===== src/rtl/ctrl_decoder.sv =====
// ctrl_decoder: main instruction decoder for the 9-bit accumulator processor.
//
// Splits Instruction into opcode [8:4] and operand [3:0], and decodes the
// opcode combinationally into datapath enables and mux selects. The only
// state is the sticky program-done flag Ack, set by HALT and cleared by reset.
//
// Ports:
//   Clk, Reset_n           clock (rising edge), synchronous active-low reset
//   Instruction[8:0]       current instruction
//   AccInput[7:0]          accumulator value, used by BEQZ / BNEZ
//   PC_Jmp_Flag/PC_Beq_Flag  PC loads the branch LUT target
//   LUT_*                  branch LUT write/read controls
//   Reg_*                  register file write enable and data select
//   Acc_*                  accumulator write enable, data select, nibble select
//   Mem_Write_En           data memory write
//   Ack                    program done (sticky)
//   ALU_Opcode[4:0]        ALU function select
//   op_mnemonic[4:0]       debug copy of the opcode field
module ctrl_decoder (
  input  logic       Clk,
  input  logic       Reset_n,
  input  logic [8:0] Instruction,
  input  logic [7:0] AccInput,
  output logic       PC_Jmp_Flag,
  output logic       PC_Beq_Flag,
  output logic       LUT_Write_En,
  output logic       LUT_Read_En,
  output logic       LUT_Load_Hi,
  output logic       Reg_Write_En,
  output logic       Reg_From_ALU,
  output logic       Reg_From_Mem,
  output logic       Reg_From_Acc,
  output logic       Acc_Write_En,
  output logic       Acc_From_Reg,
  output logic       Acc_From_ALU,
  output logic       Acc_From_Imm,
  output logic       Acc_Load_Hi,
  output logic       Mem_Write_En,
  output logic       Ack,
  output logic [4:0] ALU_Opcode,
  output logic [4:0] op_mnemonic
);

  logic [4:0] opcode;
  assign opcode      = Instruction[8:4];
  assign op_mnemonic = opcode;

  // The operand is consumed by the datapath directly, not by the decoder.
  logic unused_operand;
  assign unused_operand = ^Instruction[3:0];

  logic       jmp, beq, lut_we, lut_re, lut_hi;
  logic       reg_we, reg_alu, reg_mem, reg_acc;
  logic       acc_we, acc_reg, acc_alu, acc_imm, acc_hi;
  logic       mem_we;
  logic [4:0] alu_op;
  logic       ack_q, ack_d;

  // Opcodes with X/Z bits match no item and fall to the all-zero default.
  always_comb begin
    jmp = 1'b0; beq = 1'b0; lut_we = 1'b0; lut_re = 1'b0; lut_hi = 1'b0;
    reg_we = 1'b0; reg_alu = 1'b0; reg_mem = 1'b0; reg_acc = 1'b0;
    acc_we = 1'b0; acc_reg = 1'b0; acc_alu = 1'b0; acc_imm = 1'b0;
    acc_hi = 1'b0; mem_we = 1'b0; alu_op = 5'h00;
    ack_d  = ack_q;
    case (opcode)
      5'h01: ack_d = 1'b1;
      5'h02: begin acc_we = 1'b1; acc_imm = 1'b1; end
      5'h03: begin acc_we = 1'b1; acc_imm = 1'b1; acc_hi = 1'b1; end
      5'h04: begin acc_we = 1'b1; acc_reg = 1'b1; end
      5'h05: begin reg_we = 1'b1; reg_acc = 1'b1; end
      5'h06: begin reg_we = 1'b1; reg_mem = 1'b1; end
      5'h07: mem_we = 1'b1;
      5'h08: lut_we = 1'b1;
      5'h09: begin lut_we = 1'b1; lut_hi = 1'b1; end
      5'h0A: begin lut_re = 1'b1; jmp = 1'b1; end
      5'h0B: begin lut_re = 1'b1; beq = (AccInput == 8'h00); end
      5'h0C: begin lut_re = 1'b1; beq = (AccInput != 8'h00); end
      5'h10, 5'h11, 5'h12, 5'h13, 5'h14, 5'h15, 5'h16, 5'h17: begin
        acc_we = 1'b1; acc_alu = 1'b1; alu_op = {2'b00, opcode[2:0]};
      end
      5'h18, 5'h19, 5'h1A, 5'h1B, 5'h1C, 5'h1D, 5'h1E, 5'h1F: begin
        reg_we = 1'b1; reg_alu = 1'b1; alu_op = {2'b00, opcode[2:0]};
      end
      default: ;
    endcase
  end

  // During reset every state-changing enable is suppressed. The data selects
  // are suppressed too, so a select is never high without its write enable.
  assign PC_Jmp_Flag  = jmp     & Reset_n;
  assign PC_Beq_Flag  = beq     & Reset_n;
  assign LUT_Write_En = lut_we  & Reset_n;
  assign LUT_Read_En  = lut_re;
  assign LUT_Load_Hi  = lut_hi;
  assign Reg_Write_En = reg_we  & Reset_n;
  assign Reg_From_ALU = reg_alu & Reset_n;
  assign Reg_From_Mem = reg_mem & Reset_n;
  assign Reg_From_Acc = reg_acc & Reset_n;
  assign Acc_Write_En = acc_we  & Reset_n;
  assign Acc_From_Reg = acc_reg & Reset_n;
  assign Acc_From_ALU = acc_alu & Reset_n;
  assign Acc_From_Imm = acc_imm & Reset_n;
  assign Acc_Load_Hi  = acc_hi;
  assign Mem_Write_En = mem_we  & Reset_n;
  assign ALU_Opcode   = alu_op;

  // Ack: reset has priority over a HALT presented in the same cycle.
  always_ff @(posedge Clk) begin
    if (!Reset_n) ack_q <= 1'b0;
    else          ack_q <= ack_d;
  end

  assign Ack = ack_q;

endmodule


===== config.mk =====
export PLATFORM = sky130hd
export DESIGN_NAME = ctrl_decoder
export DESIGN_NICKNAME = d
export VERILOG_FILES = /design/src/rtl/ctrl_decoder.sv
export SDC_FILE = /design/constraint.sdc
export NUM_CORES = 1
export LEC_CHECK = 0
export CAP_MARGIN = 20
export CORE_MARGIN = 8
export CORE_UTILIZATION = 25
export DETAILED_ROUTE_END_ITERATION = 6
export PLACE_DENSITY = 0.78
export SETUP_SLACK_MARGIN = 0.02
export SLEW_MARGIN = 20
export SYNTH_ARGS = -nofsm -noshare
export SYNTH_HDL_FRONTEND = slang
export SYNTH_SLANG_ARGS = --single-unit

===== constraint.sdc =====
create_clock -name Clk -period 2 [get_ports Clk]
set_input_delay 0.5 -clock Clk [delete_from_list [all_inputs] [get_ports Clk]]
set_output_delay 0.5 -clock Clk [all_outputs]
set_load 0.01 [all_outputs]

==> results of run 1 <==
worst min path at each step:
stage               start  end  slack [ps]  cells past startpoint
floorplan             Ack  Ack         510                      1
global placement      Ack  Ack         450                      1
detailed placement    Ack  Ack         460                      1
CTS                   Ack  Ack         460                      1
global route          Ack  Ack         470                      1
finish                Ack  Ack         460                      1
cell families after synthesis:
kind of cell / count (synthesis) / synth area share [%]
DFF: 1 / 5.59
buffers and inverters: 13 / 24.1
and+or+nand+nor: 33 / 54.9
muxes: 2 / 5.59
AOI/OAI and AO/OA: 4 / 8.74
other: 1 / 1.05
through the flow:
step	TNS, ps	utilization [%]
3_3_place_gp	-11850	58.6
2_1_floorplan	0	-
5_1_grt	0	58.0
3_5_place_dp	-12190	58.6
4_1_cts	0	55.9
6_report	0	58.0
metal layers:
metal / track usage [%] / wire length (um)
met4: 0 / 0
met1: 11.1 / 530
met3: 1.93 / 181
met5: 0 / 0
met2: 23.4 / 863
cell type report:
| cell class | count | area (sq um) | area share (%) |
|---|---|---|---|
| repair buffers | 53 | 408 | 53.4 |
| well taps | 15 | 18.8 | 2.45 |
| flip-flops and latches | 1 | 20.0 | 2.62 |
| inverters | 2 | 7.51 | 0.982 |
| multi-input cells | 41 | 310 | 40.6 |
cells in the mapped netlist, drive strengths merged:
cell    instances
buf            11
nor2            9
nor3            2
and2            2
nand4           2
o21a            1
nand2           6
mux2i           2
dfxtp           1
nor3b           1
nor2b           1
and3            1
a21boi          1
nand2b          3
nor4            5
inv             2
a21oi           1
conb            1
or3             1
a2111o          1
power by group through the flow:
stage               sequential [mW]  combinational, mW  clock (mW)
floorplan                    0.0212             0.0567           0
global placement             0.0210              0.129           0
CTS                          0.0210              0.123           0
finish                       0.0210              0.131           0
detailed placement           0.0210              0.132           0
global route                 0.0211              0.143           0
timing repair:
action                                 in CTS  in global routing
setup endpoints to repair                  23                 11
resized for setup                          92                 18
endpoints found under the hold margin       0                  0
cloned                                      0                  0
buffers inserted                            0                  3
pin swaps                                   6                  5
hold buffers                                0                  0
==> run summary, run 1 <==
In this run the register-to-register setup slack is 1420 ps. For the finished layout, the period the worst path requires is 1940 ps. Fill cells in the final layout number 139. The run gives 0 as the initial antenna violation count. In the routed design, unresolved DRC markers number 0.

Detailed routing inserted a total of 522 vias. Wires add up to 1580 um. Worst setup path startpoint: Instruction[5]. The critical path goes through buf_8, nand2b_4, a2111o_1, a21boi_1, buf_2. The synthesized cell area is 358 sq um, and the cell internal power dissipation is 0.0917 mW.

Net switching is 39.8% of the power. For the worst-skew pair later-pin latency, the log shows 0 ps. The final number of max-transition violations was 0; the switching power of the nets was 0.0607 mW.

Clock skew on the completed layout was measured at 0 ps. Counting every instance in the synthesized netlist gives 54. The logic depth of the worst path, buffers included is 5, and the clock-pin transition on the worst setup and hold timing paths is 0 ps. The arrival time of data at the critical path endpoint came out at 1440 ps. The data required time of the critical path came out at 1500 ps. Proportion of layout cells with a drive suffix above 1: 47.4%.

The type of the worst setup path is input pin to primary output. Peak supply drop: 0.000145 V. The run gives 0 as the final setup violation count. The tools report the type of element launching the critical path as an input pin. Number of flip-flops in the largest register: 1. In the final routed layout, each cell accounts on average for 14.1 um. The first global-routing pass estimated 2550 um of wire.

Sequential cells were found to cover 5.59% of the synthesized design area. The number of global-route vias before repair was 561. The initial utilization of the core area, before any placement, comes to 27.2%. In this run the horizontal extent of the chip is 53.8 um. For this block, the initial DRC count from the detailed router was 3. For this run, the number of standard cells in the final layout without fillers is 112. Counting both buffers and inverters, the worst setup path holds a total of 2. Total instance count after detailed placement: 109. On the critical path, the stage with the largest delay is an instance of sky130_fd_sc_hd__a2111o_1. Following the worst setup path forward leads to its endpoint at Reg_Write_En. The register bit count reported by yosys came out at 1. In this run the power density over the cells is 199 nW/um^2.

The run gives 56.9 ps as the smallest setup slack after layout. The height of the die is 53.8 um. The first-pass iteration count of the detailed router was 3. The design draws 0.152 mW. Source of the worst register-to-register timing path: Ack.

The tools report the standard cell area after detailed placement as 772 sq um. Hold timing on the final database bottoms out at a slack of 459 ps. For the count of maximum capacitance violations, the log shows 0. The cell family contributing the most delay on the critical path is compound AO/OA/AOI/OAI gates. After global routing the overflow that remains totals 0. The vias per cell is 4.66, and the half-perimeter wire length after detailed placement is 1350 um. Of all cell types, the one taking the most synthesized area is sky130_fd_sc_hd__buf_4.

For this design the static power due to leakage is 0.399 nW. The count of final hold-check violations is 0. From synthesis to final layout, the design area changed by 114%. In the post-synthesis netlist, the biggest area contributors are sky130_fd_sc_hd__buf_4 15%, sky130_fd_sc_hd__nand2b_4 12%, sky130_fd_sc_hd__nor2_1 9.4%.

Setup repair after global routing could not meet its margin everywhere. Per report_power, the combinational group accounts for 86.2% of the total. Global routing used 11.0% of the available tracks across all layers. The worst hold path belongs to the class flip-flop to flip-flop. In the layout the commonest cells are 14 x sky130_fd_sc_hd__buf_4, 14 x sky130_fd_sc_hd__buf_2, 12 x sky130_fd_sc_hd__dlygate4sd2_1. The worst setup slack before clock tree synthesis is -828 ps, and the relative contribution of the clock network to total power is 0%.

The number of standard-cell rows in the floorplan was 13; the count of buffers inserted at the top-level ports was 38. The number of distinct standard cells referenced by the synthesized netlist was 23; the fmax was 515 MHz. Once layout is done, the placed cells without fillers occupy 764 sq um.

The number of cells on the worst reg-to-reg path came out at 1. The area share of the leading cell type in the synthesized netlist came out at 14.7%. The flow ran to the end, and the final reports show no timing, DRC or antenna violations.

In this run the remaining antenna-violating nets after routing total 0. At the end of the flow, the number of nets in the layout was 118. Entering global routing, the biggest net connects 8 pins.

In this run the critical register-to-register path is captured at Ack. The core region is 1320 sq um. The number of synthesis warnings is 0, and the average instance area after synthesis is 6.63 sq um.

Of the total power, registers draw 13.8%. Of all nets on the critical path, the largest fanout is 5. The tools report the sort of element at the end of the critical path as a primary output.

0 antenna diodes ended up in the layout. The area of the die is 2900 sq um, and the number of primary I/O pins is 45. The run gives 0.815 as the routability congestion estimate from global placement. The portion of the clock cycle consumed by the worst path in the final layout works out to 97.2%. The largest single stage delay on the critical path is 400 ps.
No activity file was read; power rests on OpenSTA's default activity.
==> run 2, diff against run 1 <==
CORE_MARGIN = default   (was 8)
==> run 2 against run 1 <==
Effect of this change:
- fmax down 0.57%
- cell count unchanged
- global-route usage up 3.0 points
- register-to-register slack about the same
- worst setup slack worse by 11 ps
- sequential share of layout area about the same
- via count down 2.5%
- worst hold slack better by 4.7 ps
- die area down 45%
- combinational power down 5%
- critical endpoint unchanged
- largest power group unchanged
==> run summary, run 2 (synthesized netlist as in run 1, its figures left out) <==
Biggest cell delay along the critical path: 400 ps (about the same). The data required time of the critical path was 1500 ps (about the same); the switching part of the total power was 37.0% (-2.8 points). The run gives 9 (+1) as the pin count of the biggest net entering global routing. The remaining number of nets flagged by the antenna check after routing is 0 (unchanged), and the maximum fanout count along the critical path is 6 (+1). Peak supply drop: 0.000165 V (+14%). The run gives 0 (unchanged) as the final number of max-transition violations. The critical path goes through buf_8, nand2b_4, a2111o_1, a21boi_1, buf_2.

The type of the worst setup path is input pin to primary output. Count of vias placed by the detailed router: 509 (-2.5%). For the final setup violation count, the log shows 0 (unchanged). The worst hold-check slack is 464 ps (+4.67 ps), and the logic gate share of total power is 85.5% (-0.7 points). For the number of standard-cell rows in the floorplan, the log shows 13 (unchanged). The routability congestion estimate from global placement is 0.806 (-1.2%), and the filler cell count is 136 (-2.2%). The relative contribution of the clock network to total power was 0% (unchanged).

Setup repair after global routing could not meet its margin everywhere. The area of the die was 1590 sq um (-45%). The net count of the finished layout is 118 (unchanged).

Slowest cell on the critical path: sky130_fd_sc_hd__a2111o_1. The final clock skew came out at 0 ps (unchanged). For the final wirelength, the log shows 1120 um (-29%).

The top cell types in the final layout, fill and taps aside, are 14 x sky130_fd_sc_hd__buf_4, 13 x sky130_fd_sc_hd__dlygate4sd2_1, 11 x sky130_fd_sc_hd__buf_2. The height of the die was 39.8 um (-26%); the clock-pin transition on the worst setup and hold timing paths was 0 ps (unchanged). The violation count after the first detailed-routing iteration is 4 (+1), and the vias per cell is 4.54 (-2.5%).

For the global-route wire length before repair, the log shows 1580 um (-38%). The count of final hold-check violations came out at 0 (unchanged). The post-route DRC violation count is 0 (unchanged), and the number of flip-flops in the largest register is 1 (unchanged). The tools report the worst setup slack before clock tree synthesis as -794 ps (+34.7 ps).

The source of the worst hold timing path was Ack. Half-perimeter wire length after detailed placement: 924 um (-32%). The tools report the count of maximum capacitance violations as 0 (unchanged).

The type of element launching the critical path is an input pin. Most common library cell in the layout ignoring fill and taps: sky130_fd_sc_hd__buf_4. The run gives 14.5% (+0.7 points) as the sequential fraction of design power. For the smallest setup slack after layout, the log shows 45.8 ps (-11.1 ps). The flow ran to the end, and the final reports show no timing, DRC or antenna violations. The worst setup path is captured at a primary output. The fmax is 512 MHz (-0.57%). The per-cell routed wire length is 10.0 um (-29%), and the count of buffers inserted at the top-level ports is 38 (unchanged).

The cell internal power dissipation came out at 0.0911 mW (-0.66%). The critical path starts at Instruction[5]. The number of global-route vias before repair came out at 383 (-32%).

The switching power of the nets is 0.0535 mW (-12%). The run gives 0.396 nW (-0.82%) as the reported leakage power. Cts-stage hold buffer count: 0 (unchanged). Post-layout minimum cycle time: 1950 ps (+11.1 ps). The die width is 39.8 um (-26%), and the number of cells on the worst reg-to-reg path is 1 (unchanged).

The logs give 0.145 mW (-5.1%) for the total power consumption of the routed design and 14.0% (+3.0 points) for the total track usage. The post-synthesis to final-layout area growth was 110%. The run gives 0 (unchanged) as the initial antenna violation count. Source of the worst register-to-register timing path: Ack.

The proportion of layout cells with a drive suffix above 1 is 42.3% (-5.2 points), and the post-layout utilization of the core is 57.2% (-0.85 points). The logs give 1320 sq um (unchanged) for the core outline area and 27.2% (unchanged) for the initial cell density of the core. The portion of the clock cycle consumed by the worst path in the final layout is 97.7% (+0.55 points). For the overflow left after global routing, the log shows 0 (unchanged). The min-delay analysis places its worst path in the category flip-flop to flip-flop. The arrival time of data at the critical path endpoint was 1450 ps (about the same). The number of instances on the worst hold path works out to 1 (unchanged). The power per cell area was 192 nW/um^2 (-3.7%).

The number of primary I/O pins was 45 (unchanged). The first-pass iteration count of the detailed router came out at 4 (+1). Worst-skew pair later-pin latency: 0 ps (unchanged). Antenna diode count: 0 (unchanged).
## run 2: what timing repair did
item / in CTS / in global routing
endpoints found under the setup margin: 23 / 9
cloned: 0 / 0
buffers inserted: 0 / 2
pin swaps: 4 / 4
gates resized for setup: 79 / 14
## run 2: metal layers
layer	global-route usage, %	vias up	routed length [um]
li1	-	261	-
met5	0	-	0
met2	27.5	26	539
met1	17.1	222	460
met4	0	0	0
met3	0.568	0	121
## run 2: power by group through the flow
stage          Clock [mW]  Sequential (mW)  Combinational [mW]
5_1_grt                 0           0.0211               0.135
4_1_cts                 0           0.0210               0.116
3_3_place_gp            0           0.0210               0.129
6_report                0           0.0210               0.124
3_5_place_dp            0           0.0210               0.130
2_1_floorplan           0           0.0212              0.0567
## run 2: metrics by stage
stage               setup TNS [ps]  area, sq um  std cells
finish                           0          753        112
CTS                              0          726        110
global placement            -11550          779        110
detailed placement          -11630          779        110
floorplan                        0          362         55
global route                 -57.3          753        112
## run 2: critical path, delay by kind of cell
family,cells,cell delay [ps]
compound gates,2,570
buf+inv,2,250
simple gates,1,130
## run 2: final timing paths
path / to / slack (ps)
setup / recovery: Reg_Write_En / 50
hold / removal: Ack / 460
setup reg to reg: Ack / 1420
hold reg to reg: Ack / 460
## run 2: area by class of cell
cell class                      instances  area, sq um  share of cell area, %
Timing Repair Buffer                   53          427                   56.6
Multi-Input combinational cell         41          280                   37.2
Sequential cell                         1         20.0                   2.66
Tap cell                               15         18.8                   2.49
Inverter                                2         7.51                  0.997
==> run 3, diff against run 2 <==
CORE_UTILIZATION = 26   (was 25)
CTS_BUF_LIST = sky130_fd_sc_hd__clkbuf_2 sky130_fd_sc_hd__clkbuf_4 sky130_fd_sc_hd__clkbuf_8   (was default)
PLACE_DENSITY = 0.8   (was 0.78)
clock period = 1.85 ns   (was 2 ns; I/O delays follow)
==> run 3 against run 2 <==
Effect of this change:
- the run now ends with setup timing left
- worst setup slack worse by 65 ps
- global-route usage up 3.6 points
- cell count grew 4.5%
- register-to-register slack worse by 150 ps
- flip-flop and latch count stayed put
- sequential power rose by 8%
- via count up 8.8%
- total power up 18%
- critical endpoint is now Acc_From_Reg
- highest routed layer unchanged
==> run summary, run 3 (synthesized netlist as in run 1, its figures left out) <==
The sequential fraction of design power is 13.3% (-1.2 points), and the die width is 39.1 um (-1.8%). The post-route DRC violation count is 0 (unchanged), and the per-cell routed wire length is 12.2 um (+22%). For the worst-skew pair later-pin latency, the log shows 0 ps (unchanged). The vias per cell came out at 4.74 (+4.2%).

The critical path goes through buf_12, nand2b_4, or3_4, nor3_2, buf_2. For the relative contribution of the clock network to total power, the log shows 0% (unchanged). The final clock skew was 0 ps (unchanged); the violation count after the first detailed-routing iteration was 8 (+4).

The tools report the fmax as 535 MHz. The tools report the pin count of the biggest net entering global routing as 9 (unchanged). The critical path is of the input pin to primary output type.

The switching power of the nets is 0.0644 mW (+20%). The min-delay analysis places its worst path in the category flip-flop to flip-flop. The tools report the number of primary I/O pins as 45 (unchanged). The count of maximum capacitance violations came out at 0 (unchanged).

The global-route wire length before repair was 1960 um (+24%); the proportion of layout cells with a drive suffix above 1 was 52.9% (+11 points). For the reported leakage power, the log shows 0.421 nW (+6.3%). Setup repair after global routing could not meet its margin everywhere.

The peak supply drop came out at 0.000147 V (-11%). The first-pass iteration count of the detailed router was 4 (unchanged); the number of global-route vias before repair was 474 (+24%). In this run the most critical hold path is launched from Ack. The final number of max-transition violations was 0 (unchanged). The initial cell density of the core was 27.8% (+0.69 points); the final wirelength was 1430 um (+28%). The total instance count after detailed placement is 113 (+2.7%), and the number of flip-flops in the largest register is 1 (unchanged). For the total track usage, the log shows 17.5% (+3.6 points). The count of buffer and inverter cells on the critical path is 2 (unchanged). The biggest cell delay along the critical path works out to 360 ps (-40 ps). The sort of element at the end of the critical path is a primary output.

The half-perimeter wire length after detailed placement came out at 1070 um (+16%). The kind of cell adding the most delay to the critical path is simple AND/OR/NAND/NOR gates. The type of element launching the critical path was an input pin. Tracing the worst setup path back leads to its startpoint at Instruction[7]. Maximum fanout count along the critical path: 5 (-1).

Number of standard-cell rows in the floorplan: 13 (unchanged). The slowest cell on the critical path is sky130_fd_sc_hd__or3_4. The tools report the non-filler instance count after layout as 117 (+4.5%).

For the core outline area, the log shows 1280 sq um (-2.5%). The source of the worst register-to-register timing path was Ack. The count of buffers inserted at the top-level ports was 38 (unchanged); the final total negative setup slack was -18.8 ps (-18.8 ps). The height of the die works out to 39.1 um (-1.8%). The post-layout minimum cycle time came out at 1870 ps.

Final setup violation count: 1 (+1). The tools report the count of final hold-check violations as 0 (unchanged). The logs give 0 (unchanged) for the initial antenna violation count and 554 (+8.8%) for the count of vias placed by the detailed router. The checks that failed: setup timing. The smallest setup slack after layout is -18.8 ps (-64.6 ps).

The run gives 61.4% (+4.3 points) as the post-layout utilization of the core. The data required time of the critical path came out at 1390 ps (-110 ps). The logs give 1530 sq um (-3.7%) for the area of the die and 1410 ps (-40 ps) for the arrival time of data at the critical path endpoint.

The antenna diode count came out at 0 (unchanged). The net count of the finished layout came out at 123 (+4.2%). The remaining number of nets flagged by the antenna check after routing was 0 (unchanged); the switching part of the total power was 37.8% (+0.81 points). Leaving out fill and tap cells, the most frequent cell in the layout is sky130_fd_sc_hd__buf_4. The overflow left after global routing was 0 (unchanged).

The cts-stage hold buffer count was 0 (unchanged); the logic gate share of total power was 86.7% (+1.2 points). The power per cell area was 216 nW/um^2 (+12%). The run finished, with violations left. The tools report the cell internal power dissipation as 0.106 mW (+16%). The clock-pin transition on the worst setup and hold timing paths is 0 ps (unchanged).

Leaving out fill and tap cells, the most frequent cells in the layout are 18 x sky130_fd_sc_hd__buf_4, 16 x sky130_fd_sc_hd__buf_2, 9 x sky130_fd_sc_hd__dlygate4sd2_1. The tools report the routability congestion estimate from global placement as 0.859 (+6.6%). The post-synthesis to final-layout area growth came out at 121%. The portion of the clock cycle consumed by the worst path in the final layout was 101%.
run 3: cell count changes in the layout (fill, tap and decap cells not counted), sizes merged:
cell           delta
buf              +11
dlygate4sd2       -4
clkdlybuf4s50     -3
clkdlybuf4s15     +1
run 3: final cells by class:
| type | count | area (sq um) |
|---|---|---|
| tap | 15 | 18.8 |
| timing repair buffer | 58 | 453 |
| sequential | 1 | 20.0 |
| fill | 119 | 495 |
| multi-input combinational | 41 | 290 |
| inverter | 2 | 7.51 |
run 3: worst paths after layout:
check                      end  slack (ps)  cells after the start
setup / recovery  Acc_From_Reg         -20                      5
hold / removal             Ack         460                      1
setup reg to reg           Ack        1270                      1
hold reg to reg            Ack         460                      1
run 3: power groups by stage:
stage                     Combinational [mW]  Clock (mW)  Sequential, mW
after floorplan                       0.0613           0          0.0229
after global placement                 0.144           0          0.0227
after detailed placement               0.147           0          0.0227
after CTS                              0.135           0          0.0227
after global routing                   0.159           0          0.0228
final                                  0.148           0          0.0227
run 3: metrics by stage:
step | hold slack (ps) | area (sq um) | setup WS, ps | total power [mW]
finish | 463 | 790 | -18.8 | 0.170
global route | 476 | 790 | -51.1 | 0.182
CTS | 464 | 747 | -27.6 | 0.158
detailed placement | 459 | 802 | -913 | 0.170
global placement | 450 | 802 | -856 | 0.167
floorplan | 509 | 362 | 31.9 | 0.0842
run 3: routing by layer:
metal  wire [um]  part of all wire (%)  track usage (%)
met5           0                     0                0
met4           0                     0                0
met1         525                    37             21.4
met3         137                   9.6             1.73
met2         770                    54             34.2
run 3: repair_timing:
item / 4_1_cts / 5_1_grt
buffers inserted: 0 / 4
gates resized for setup: 101 / 19
endpoints found under the setup margin: 23 / 10
pin swaps: 9 / 7
